**config.mk**
```make
export PLATFORM = sky130hd
export DESIGN_NAME = sram_req_arbiter_flat
export DESIGN_NICKNAME = d
export VERILOG_FILES = /design/src/rtl/sram_req_arbiter_pkg.sv /design/src/rtl/sram_req_arbiter_if.sv /design/src/rtl/sram_owner_fifo.sv /design/src/rtl/sram_req_arbiter.sv /design/src/flat_wrapper.sv
export SDC_FILE = /design/constraint.sdc
export NUM_CORES = 1
export LEC_CHECK = 0
export CAP_MARGIN = 20
export CELL_PAD_IN_SITES_DETAIL_PLACEMENT = 0
export CELL_PAD_IN_SITES_GLOBAL_PLACEMENT = 1
export CORE_AREA = 2 2 125 127
export DETAILED_ROUTE_END_ITERATION = 10
export DIE_AREA = 0 0 127 129
export GPL_TIMING_DRIVEN = 0
export PLACE_DENSITY = 0.89
export SETUP_SLACK_MARGIN = 0.15
export SLEW_MARGIN = 30
export SYNTH_ARGS = -nofsm -noshare
export SYNTH_HDL_FRONTEND = slang
export SYNTH_SLANG_ARGS = --single-unit
```
**constraint.sdc**
```tcl
create_clock -name clk -period 5.88 [get_ports clk]
set_clock_uncertainty 0.1 [all_clocks]
set_input_delay 1.176 -clock clk [delete_from_list [all_inputs] [get_ports clk]]
set_output_delay 1.176 -clock clk [all_outputs]
set_load 0.05 [all_outputs]
```
**src/rtl/sram_req_arbiter_pkg.sv**
```systemverilog
`default_nettype none
// ============================================================================
// Module   : sram_req_arbiter_pkg
// Brief    : Owner encoding and default sizing shared by the SRAM request arbiter.
// Revision : 1.0
// ============================================================================
package sram_req_arbiter_pkg;

    localparam int   DEPTH_DEFAULT = 2;
    localparam logic OWN_INST      = 1'b0;
    localparam logic OWN_DATA      = 1'b1;

endpackage
`default_nettype wire

```
**src/rtl/sram_req_arbiter_if.sv**
```systemverilog
`default_nettype none
// ============================================================================
// Module   : sram_req_arbiter_if
// Brief    : SRAM-like request/response bundle; master drives the request side.
// Revision : 1.0
// ============================================================================
interface sram_req_arbiter_if;

    logic        req;
    logic        wr;
    logic [1:0]  size;
    logic [3:0]  wstrb;
    logic [31:0] addr;
    logic [31:0] wdata;
    logic        addr_ok;
    logic        data_ok;
    logic [31:0] rdata;

    modport master (
        output req, wr, size, wstrb, addr, wdata,
        input  addr_ok, data_ok, rdata
    );

    modport slave (
        input  req, wr, size, wstrb, addr, wdata,
        output addr_ok, data_ok, rdata
    );

endinterface
`default_nettype wire

```
**src/rtl/sram_owner_fifo.sv**
```systemverilog
`default_nettype none
// ============================================================================
// Module   : sram_owner_fifo
// Brief    : 1-bit owner FIFO tracking which port each outstanding request belongs to.
// Revision : 1.0
// ============================================================================
module sram_owner_fifo #(
    parameter int DEPTH = 2
) (
    input  logic clk,
    input  logic resetn,
    input  logic push,
    input  logic pop,
    input  logic din,
    output logic dout,
    output logic full,
    output logic empty
);

    localparam int PTR_W = (DEPTH > 1) ? $clog2(DEPTH) : 1;
    localparam int CNT_W = $clog2(DEPTH) + 1;

    logic [DEPTH-1:0] r_mem;
    logic [PTR_W-1:0] r_wr_ptr;
    logic [PTR_W-1:0] r_rd_ptr;
    logic [CNT_W-1:0] r_count;
    logic             w_push;
    logic             w_pop;

    function automatic logic [PTR_W-1:0] next_ptr(input logic [PTR_W-1:0] p);
        return (p == PTR_W'(DEPTH - 1)) ? '0 : p + PTR_W'(1);
    endfunction

    assign full  = (r_count == CNT_W'(DEPTH));
    assign empty = (r_count == '0);
    assign dout  = r_mem[r_rd_ptr];

    // Guard against overflow/underflow even if the caller misbehaves.
    assign w_push = push & ~full;
    assign w_pop  = pop & ~empty;

    always_ff @(posedge clk or negedge resetn) begin
        if (!resetn) begin
            r_mem    <= '0;
            r_wr_ptr <= '0;
            r_rd_ptr <= '0;
            r_count  <= '0;
        end else begin
            if (w_push) begin
                r_mem[r_wr_ptr] <= din;
                r_wr_ptr        <= next_ptr(r_wr_ptr);
            end
            if (w_pop) begin
                r_rd_ptr <= next_ptr(r_rd_ptr);
            end
            case ({w_push, w_pop})
                2'b10:   r_count <= r_count + CNT_W'(1);
                2'b01:   r_count <= r_count - CNT_W'(1);
                default: r_count <= r_count;
            endcase
        end
    end

endmodule
`default_nettype wire

```
**src/rtl/sram_req_arbiter.sv**
```systemverilog
`default_nettype none
// ============================================================================
// Module   : sram_req_arbiter
// Brief    : Round-robin merge of inst/data SRAM-like ports onto one downstream port.
// Revision : 1.0
// ============================================================================
module sram_req_arbiter
    import sram_req_arbiter_pkg::*;
#(
    parameter int DEPTH = DEPTH_DEFAULT
) (
    input  logic                      clk,
    input  logic                      resetn,
    sram_req_arbiter_if.slave         inst_sram,
    sram_req_arbiter_if.slave         data_sram,
    sram_req_arbiter_if.master        dn_sram,
    output logic                      err_orphan
);

    logic w_grant;
    logic w_sel_data;
    logic w_full;
    logic w_empty;
    logic w_head;
    logic w_dn_req;
    logic w_xfer;
    logic w_pop;

    logic r_lock;
    logic r_lock_owner;
    logic r_last_grant;
    logic r_err_orphan;

    // A pending un-accepted request pins the grant so the downstream bundle stays stable.
    always_comb begin
        w_grant = OWN_INST;
        if (r_lock) begin
            w_grant = r_lock_owner;
        end else if (inst_sram.req && data_sram.req) begin
            w_grant = ~r_last_grant;
        end else if (data_sram.req) begin
            w_grant = OWN_DATA;
        end
    end

    assign w_sel_data = (w_grant == OWN_DATA);
    assign w_dn_req   = (w_sel_data ? data_sram.req : inst_sram.req) & ~w_full;
    assign w_xfer     = w_dn_req & dn_sram.addr_ok;
    assign w_pop      = dn_sram.data_ok & ~w_empty;

    assign dn_sram.req   = w_dn_req;
    assign dn_sram.wr    = w_sel_data ? data_sram.wr    : inst_sram.wr;
    assign dn_sram.size  = w_sel_data ? data_sram.size  : inst_sram.size;
    assign dn_sram.wstrb = w_sel_data ? data_sram.wstrb : inst_sram.wstrb;
    assign dn_sram.addr  = w_sel_data ? data_sram.addr  : inst_sram.addr;
    assign dn_sram.wdata = w_sel_data ? data_sram.wdata : inst_sram.wdata;

    assign inst_sram.addr_ok = w_xfer & ~w_sel_data;
    assign data_sram.addr_ok = w_xfer & w_sel_data;
    assign inst_sram.data_ok = w_pop & (w_head == OWN_INST);
    assign data_sram.data_ok = w_pop & (w_head == OWN_DATA);
    assign inst_sram.rdata   = dn_sram.rdata;
    assign data_sram.rdata   = dn_sram.rdata;
    assign err_orphan        = r_err_orphan;

    sram_owner_fifo #(
        .DEPTH (DEPTH)
    ) u_owner_fifo (
        .clk    (clk),
        .resetn (resetn),
        .push   (w_xfer),
        .pop    (w_pop),
        .din    (w_grant),
        .dout   (w_head),
        .full   (w_full),
        .empty  (w_empty)
    );

    always_ff @(posedge clk or negedge resetn) begin
        if (!resetn) begin
            r_lock       <= 1'b0;
            r_lock_owner <= OWN_INST;
            r_last_grant <= OWN_DATA;
            r_err_orphan <= 1'b0;
        end else begin
            r_lock       <= w_dn_req & ~dn_sram.addr_ok;
            r_lock_owner <= w_grant;
            if (w_xfer) begin
                r_last_grant <= w_grant;
            end
            if (dn_sram.data_ok && w_empty) begin
                r_err_orphan <= 1'b1;
            end
        end
    end

endmodule
`default_nettype wire

```
**src/flat_wrapper.sv**
```systemverilog
// flat-port wrapper written by rule: the top's interface ports become plain ports
module sram_req_arbiter_flat import sram_req_arbiter_pkg::*;
#(
    parameter int DEPTH = DEPTH_DEFAULT
)
  (clk, resetn, err_orphan, inst_sram_req, inst_sram_wr, inst_sram_size, inst_sram_wstrb, inst_sram_addr, inst_sram_wdata, inst_sram_addr_ok, inst_sram_data_ok, inst_sram_rdata, data_sram_req, data_sram_wr, data_sram_size, data_sram_wstrb, data_sram_addr, data_sram_wdata, data_sram_addr_ok, data_sram_data_ok, data_sram_rdata, dn_sram_req, dn_sram_wr, dn_sram_size, dn_sram_wstrb, dn_sram_addr, dn_sram_wdata, dn_sram_addr_ok, dn_sram_data_ok, dn_sram_rdata);
  sram_req_arbiter_if inst_sram_i ();
  sram_req_arbiter_if data_sram_i ();
  sram_req_arbiter_if dn_sram_i ();
  input  logic clk;
  input  logic resetn;
  output logic err_orphan;
  input wire logic [$bits(inst_sram_i.req)-1:0] inst_sram_req;
  input wire logic [$bits(inst_sram_i.wr)-1:0] inst_sram_wr;
  input wire logic [$bits(inst_sram_i.size)-1:0] inst_sram_size;
  input wire logic [$bits(inst_sram_i.wstrb)-1:0] inst_sram_wstrb;
  input wire logic [$bits(inst_sram_i.addr)-1:0] inst_sram_addr;
  input wire logic [$bits(inst_sram_i.wdata)-1:0] inst_sram_wdata;
  output wire logic [$bits(inst_sram_i.addr_ok)-1:0] inst_sram_addr_ok;
  output wire logic [$bits(inst_sram_i.data_ok)-1:0] inst_sram_data_ok;
  output wire logic [$bits(inst_sram_i.rdata)-1:0] inst_sram_rdata;
  input wire logic [$bits(data_sram_i.req)-1:0] data_sram_req;
  input wire logic [$bits(data_sram_i.wr)-1:0] data_sram_wr;
  input wire logic [$bits(data_sram_i.size)-1:0] data_sram_size;
  input wire logic [$bits(data_sram_i.wstrb)-1:0] data_sram_wstrb;
  input wire logic [$bits(data_sram_i.addr)-1:0] data_sram_addr;
  input wire logic [$bits(data_sram_i.wdata)-1:0] data_sram_wdata;
  output wire logic [$bits(data_sram_i.addr_ok)-1:0] data_sram_addr_ok;
  output wire logic [$bits(data_sram_i.data_ok)-1:0] data_sram_data_ok;
  output wire logic [$bits(data_sram_i.rdata)-1:0] data_sram_rdata;
  output wire logic [$bits(dn_sram_i.req)-1:0] dn_sram_req;
  output wire logic [$bits(dn_sram_i.wr)-1:0] dn_sram_wr;
  output wire logic [$bits(dn_sram_i.size)-1:0] dn_sram_size;
  output wire logic [$bits(dn_sram_i.wstrb)-1:0] dn_sram_wstrb;
  output wire logic [$bits(dn_sram_i.addr)-1:0] dn_sram_addr;
  output wire logic [$bits(dn_sram_i.wdata)-1:0] dn_sram_wdata;
  input wire logic [$bits(dn_sram_i.addr_ok)-1:0] dn_sram_addr_ok;
  input wire logic [$bits(dn_sram_i.data_ok)-1:0] dn_sram_data_ok;
  input wire logic [$bits(dn_sram_i.rdata)-1:0] dn_sram_rdata;
  assign inst_sram_i.req = inst_sram_req;
  assign inst_sram_i.wr = inst_sram_wr;
  assign inst_sram_i.size = inst_sram_size;
  assign inst_sram_i.wstrb = inst_sram_wstrb;
  assign inst_sram_i.addr = inst_sram_addr;
  assign inst_sram_i.wdata = inst_sram_wdata;
  assign inst_sram_addr_ok = inst_sram_i.addr_ok;
  assign inst_sram_data_ok = inst_sram_i.data_ok;
  assign inst_sram_rdata = inst_sram_i.rdata;
  assign data_sram_i.req = data_sram_req;
  assign data_sram_i.wr = data_sram_wr;
  assign data_sram_i.size = data_sram_size;
  assign data_sram_i.wstrb = data_sram_wstrb;
  assign data_sram_i.addr = data_sram_addr;
  assign data_sram_i.wdata = data_sram_wdata;
  assign data_sram_addr_ok = data_sram_i.addr_ok;
  assign data_sram_data_ok = data_sram_i.data_ok;
  assign data_sram_rdata = data_sram_i.rdata;
  assign dn_sram_req = dn_sram_i.req;
  assign dn_sram_wr = dn_sram_i.wr;
  assign dn_sram_size = dn_sram_i.size;
  assign dn_sram_wstrb = dn_sram_i.wstrb;
  assign dn_sram_addr = dn_sram_i.addr;
  assign dn_sram_wdata = dn_sram_i.wdata;
  assign dn_sram_i.addr_ok = dn_sram_addr_ok;
  assign dn_sram_i.data_ok = dn_sram_data_ok;
  assign dn_sram_i.rdata = dn_sram_rdata;
  sram_req_arbiter #(.DEPTH(DEPTH)) u_core (.clk(clk), .resetn(resetn), .inst_sram(inst_sram_i), .data_sram(data_sram_i), .dn_sram(dn_sram_i), .err_orphan(err_orphan));
endmodule
```
; ---- Yosys cells after proc, flatten, opt, wreduce, memory -nomap -nowiden
; Cells that the tools add are included.
[word_totals]
regBits = 10
in_bits = 180
output_inout_bits = 141
elab_cells = 56
[op_classes]
n_addsub = 4
magnitude_cmp = 3
eq_ne = 3
muxes = 17
bitwise = 16
reduce_logical = 5
[ops]
columns = op, n
row1 = 2-to-1 mux 32 bit, 2
row2 = bitwise AND 1 bit, 10
row3 = 2-to-1 mux 1 bit, 10
row4 = inverter 1 bit, 6
row5 = equality test 2 bit (second input constant), 2
row6 = less-than comparator 1 x 2 -> 1 bit (second input constant), 2
row7 = 2-to-1 mux 4 bit, 1
row8 = case mux 2 bit (2 select lines), 1
row9 = logical AND 1 bit, 3
row10 = adder 1 bit (second input constant), 2
row11 = adder 2 x 1 -> 2 bit (second input constant), 1
row12 = bitwise mux 2 bit, 1
row13 = equality test 2 x 1 -> 1 bit (second input constant), 1
row14 = zero test 2 bit, 1
row15 = 2-to-1 mux 2 bit, 1
row16 = nonzero test 2 bit, 1
row17 = subtractor 2 x 1 -> 2 bit (second input constant), 1
row18 = demux 1 bit (select 1 bit), 1
row19 = >= comparator 1 bit (second input constant), 1

; ---- Logic depth before layout (Yosys ltp)
[logic_depth]
word_depth = 9
depth_mapped = 7
ltp_nobuf = 6

; ---- Cells and area by module
; A second synthesis with hierarchy kept.
[hier_totals]
cells_unflattened = 188
area_unflattened_um2 = 1878.1
[by_module_without_submodules]
columns = module, n_inst, cells_each, area_each_um2, seq_area_each_um2
row1 = sram_req_arbiter, 1, 165, 1595.3, 101.3
row2 = sram_owner_fifo, 1, 23, 282.8, 150.1

; ---- Least setup slack after synthesis
; Ideal clock, no wire load.
[synth_timing]
path_type = input-to-output
from = input data_sram_req
to = output dn_sram_req
arrival_time_ns = 2.496
required_ns = 4.604
setup_slack_ns = 2.108
cell_stages = 2
path_buffers = 0
path_cell_list = mux2i_1 a211oi_1
[synth_between]
elab_chain_cells = 5
elab_cells_between_ends = 6
classes_between = mux (4) / bitwise (1) / reduce/logical (1)
[synth_rtl]
columns = element, line
row1 = from (decl), flat_wrapper.sv:22  ; input wire logic [$bits(data_sram_i.req)-1:0] data_sram_req;
row2 = 2-to-1 mux 1 bit / logical AND 1 bit (equally long branches), "sram_req_arbiter.sv:41, sram_req_arbiter.sv:39"
row3 = 2-to-1 mux 1 bit, sram_req_arbiter.sv:39  ; end else if (inst_sram.req && data_sram.req) begin
row4 = 2-to-1 mux 1 bit, sram_req_arbiter.sv:37  ; if (r_lock) begin
row5 = 2-to-1 mux 1 bit (*), sram_req_arbiter.sv:47  ; assign w_dn_req = (w_sel_data ? data_sram.req : inst_sram.req) & ~w_full;
row6 = bitwise AND 1 bit (*), sram_req_arbiter.sv:47
row7 = to (decl), flat_wrapper.sv:31  ; output wire logic [$bits(dn_sram_i.req)-1:0] dn_sram_req;
; Every way passes the cells marked *; elsewhere a longest branch is shown, timed or not.

; ---- Worst setup path after layout
[layout_timing]
from = input inst_sram_req
to = output dn_sram_wdata[27]
[layout_between]
elab_chain_cells = 4
[layout_rtl]
columns = element, line
row1 = from (decl), flat_wrapper.sv:13  ; input wire logic [$bits(inst_sram_i.req)-1:0] inst_sram_req;
row2 = logical AND 1 bit, sram_req_arbiter.sv:39
row3 = 2-to-1 mux 1 bit, sram_req_arbiter.sv:39
row4 = 2-to-1 mux 1 bit, sram_req_arbiter.sv:37
row5 = 2-to-1 mux 32 bit, sram_req_arbiter.sv:56  ; assign dn_sram.wdata = w_sel_data ? data_sram.wdata : inst_sram.wdata;
row6 = to (decl), flat_wrapper.sv:36  ; output wire logic [$bits(dn_sram_i.wdata)-1:0] dn_sram_wdata;
; Every way passes these cells.

==> flow_metrics.env <==
export IMPL_highest_layer="met4"
export IMPL_die_w_um=127
export IMPL_timing_fmax_ghz=0.202
export IMPL_ys_top_cells_by_area="mux2_2 44%, buf_4 28%, dfrtp_1 12%"
export IMPL_crit_path_start_kind="input port"
export IMPL_async_flop_share_pct=100
export IMPL_num_vias=2396
export IMPL_synth_top_cells_by_count="71 x mux2_2, 68 x buf_4, 9 x dfrtp_1"
export IMPL_yosysWarnings=0
export IMPL_cts_tree="yes"
export IMPL_ios=321
export IMPL_synth_nets=369
export IMPL_dp_slack_ps=865
export IMPL_relSlewSlack_pct=64.3
export IMPL_drt_first_pass_iters=4
export IMPL_antennaDiodeCount=0
export IMPL_cp_max_fo=10
export IMPL_required_ps=4600
export IMPL_numPortBuffers=288
export IMPL_period_share_pct=84.3
export IMPL_cp_data_arrival_time_ps=3680
export IMPL_core_rowCount=45
export IMPL_synth_seq_cells=10
export IMPL_grt_pass1_vias=2641
export IMPL_grt_usage_pct=10.7
export IMPL_synth_top_cell_area_share_pct=44.0
export IMPL_cts_buffers=3
export IMPL_synth_top_area_cell="mux2_2"
export IMPL_crit_path_end_kind="output pin"
export IMPL_synth_area_um2=1820
export IMPL_grt_ovfl_total=0
export IMPL_stdcell_count=668
export IMPL_grt_max_degree=11
export IMPL_final_setup_worst_slack_ps=925
export IMPL_ir_drop_uv=140
export IMPL_die_h_um=129
export IMPL_htreeDepth=1
export IMPL_drv_slew=0
export IMPL_syn_area_per_cell_um2=9.66
export IMPL_post_route_min_period_ps=4960
export IMPL_antenna_left=0
export IMPL_cts_resized_gates=0
export IMPL_yosysMostFrequentCell="mux2_2"
export IMPL_slowest_delay_ps=700
export IMPL_clockBufferDepth=2
export IMPL_hold_viol=0
export IMPL_post_cts_buffers=0
export IMPL_wl_met3_um=923
export IMPL_dp_cells=664
export IMPL_drive_gt1_share_pct=31.3
export IMPL_nets=662
export IMPL_drc=0
export IMPL_clock_root_buffer="clkbuf_16"
export IMPL_power_density_nw_per_um2=304
export IMPL_rsz0062_at_grt="no"
export IMPL_finalWirelength_mm=9.81
export IMPL_globalplace_congestion=0.736
export IMPL_synthCells=188
export IMPL_ys_types=22
export IMPL_ys_seq_area_share_pct=13.9
export IMPL_worstMarginPinSlew_ps=530
export IMPL_grt_pass1_wl_mm=13.8
export IMPL_initial_utilization_pct=12.1
export IMPL_die_area_um2=16400
export IMPL_clkSinkCount=10
export IMPL_route_detailed_wl_per_inst_um=14.7
export IMPL_synth_edff_count=0
export IMPL_met2_length_mm=5.40
export IMPL_maxCapViolations=0
export IMPL_status="complete, no violations"
export IMPL_critPathKind="in2out"
export IMPL_grt_antenna_before_repair=0
export IMPL_hpwlAfterDp_mm=8.79
export IMPL_holdBufCountCts=0
export IMPL_area_growth_pct=177
export IMPL_clk_latency_ps=240
export IMPL_ys_flop_type="dfrtp_1"
export IMPL_drt_iter0_drc=42
export IMPL_path_cells="clkdlybuf4s50_1 > nand2_1 > nand2_1 > o21a_1 > buf_2 > buf_2 > mux2_2 > clkdlybuf4s50_1"
export IMPL_clkTransAtPathRegs_ps=40
export IMPL_core_um2=15000
export IMPL_p_leak_uw=0.00202
export IMPL_fin_util_pct=33.5
export IMPL_met1Wirelength_mm=3.43
export IMPL_finalSetupTns_ps=0
export IMPL_setup_viol=0
export IMPL_crit_slowest_cell="clkdlybuf4s50_1"
export IMPL_vias_per_cell=3.59
export IMPL_hold_class="reg2reg"
[final timing paths]
check	startpoint	end	slack [ps]	cells after the start
setup reg to reg	u_core.r_lock_owner$_DFF_PN0_	u_core.u_owner_fifo.r_count[1]$_DFFE_PN0P_	3990	6
hold reg to reg	u_core.err_orphan$_DFFE_PN0P_	u_core.err_orphan$_DFFE_PN0P_	370	1
hold / removal	u_core.err_orphan$_DFFE_PN0P_	u_core.err_orphan$_DFFE_PN0P_	370	1
setup / recovery	inst_sram_req	dn_sram_wdata[27]	920	8
max in group asynchronous	resetn	u_core.r_last_grant$_DFFE_PN1P_	4170	1
min in group asynchronous	resetn	u_core.r_lock_owner$_DFF_PN0_	1170	1
[cell type report]
cell class / instances / area (um2)
multi-input cells: 101 / 1010
repair buffers: 288 / 2880
clock buffers: 4 / 88.8
fillers: 1519 / 9950
flip-flops and latches: 10 / 251
well taps: 188 / 235
inverters: 4 / 15.0
plain buffers: 73 / 542
[metal layers]
| layer | track usage [%] | vias up |
|---|---|---|
| met5 | 0 | - |
| met4 | 1.36 | 0 |
| met3 | 3.16 | 6 |
| met2 | 21.2 | 150 |
| met1 | 11.4 | 1078 |
| li1 | - | 1162 |
[power breakdown]
part	total, uW	leakage (uW)	switching, uW	internal [uW]
registers	126	0.000116	25.6	101
logic	1260	0.00186	733	532
clock network	134	0.0000442	32.2	102
total	1530	0.00202	790	735
[critical path, delay by kind of cell]
kind	cells	cell delay (ps)
mux	1	370
buf+inv	4	1840
simple gates	2	130
compound gates	1	160
[cells by family after synthesis]
group,after synthesis,synth area share (%)
AND/OR/NAND/NOR,12,2.89
AO/OA/AOI/OAI,9,3.51
buffers and inverters,77,30.7
multiplexers,74,46.0
flip-flops,10,13.9
adder cells (fa/ha/maj),1,0.689
XOR/XNOR,5,2.41
[placed cells by master, fill, tap and decap left out, types with 2 or more instances in the layout]
master and count:
nor2_1 6, mux2_2 71, buf_4 68, nand2_1 3, o31ai_1 2, mux2i_1 2, dfrtp_1 9, o21ai_0 3
clkdlybuf4s50_1 288, inv_1 4, buf_2 4, nor2b_1 2, clkbuf_16 3, xnor2_1 4
[through the flow]
stage | hold WS (ps) | cell area, um2 | total power (uW)
5_1_grt | 427 | 5020 | 1600
6_report | 369 | 5020 | 1530
4_1_cts | 384 | 5020 | 1540
2_1_floorplan | 368 | 1820 | 975
3_5_place_dp | 378 | 4930 | 1400
3_3_place_gp | 346 | 4930 | 1390
[sequential cells by signal (all words and copies together), names as in the netlist]
register,flops
u_core.u_owner_fifo.r_wr_ptr,1
u_core.u_owner_fifo.r_count,2
u_core.r_lock,1
u_core.err_orphan,1
u_core.u_owner_fifo.r_rd_ptr,1
u_core.u_owner_fifo.r_mem,2
u_core.r_lock_owner,1
u_core.r_last_grant,1
(Power assumes the default switching activity.)
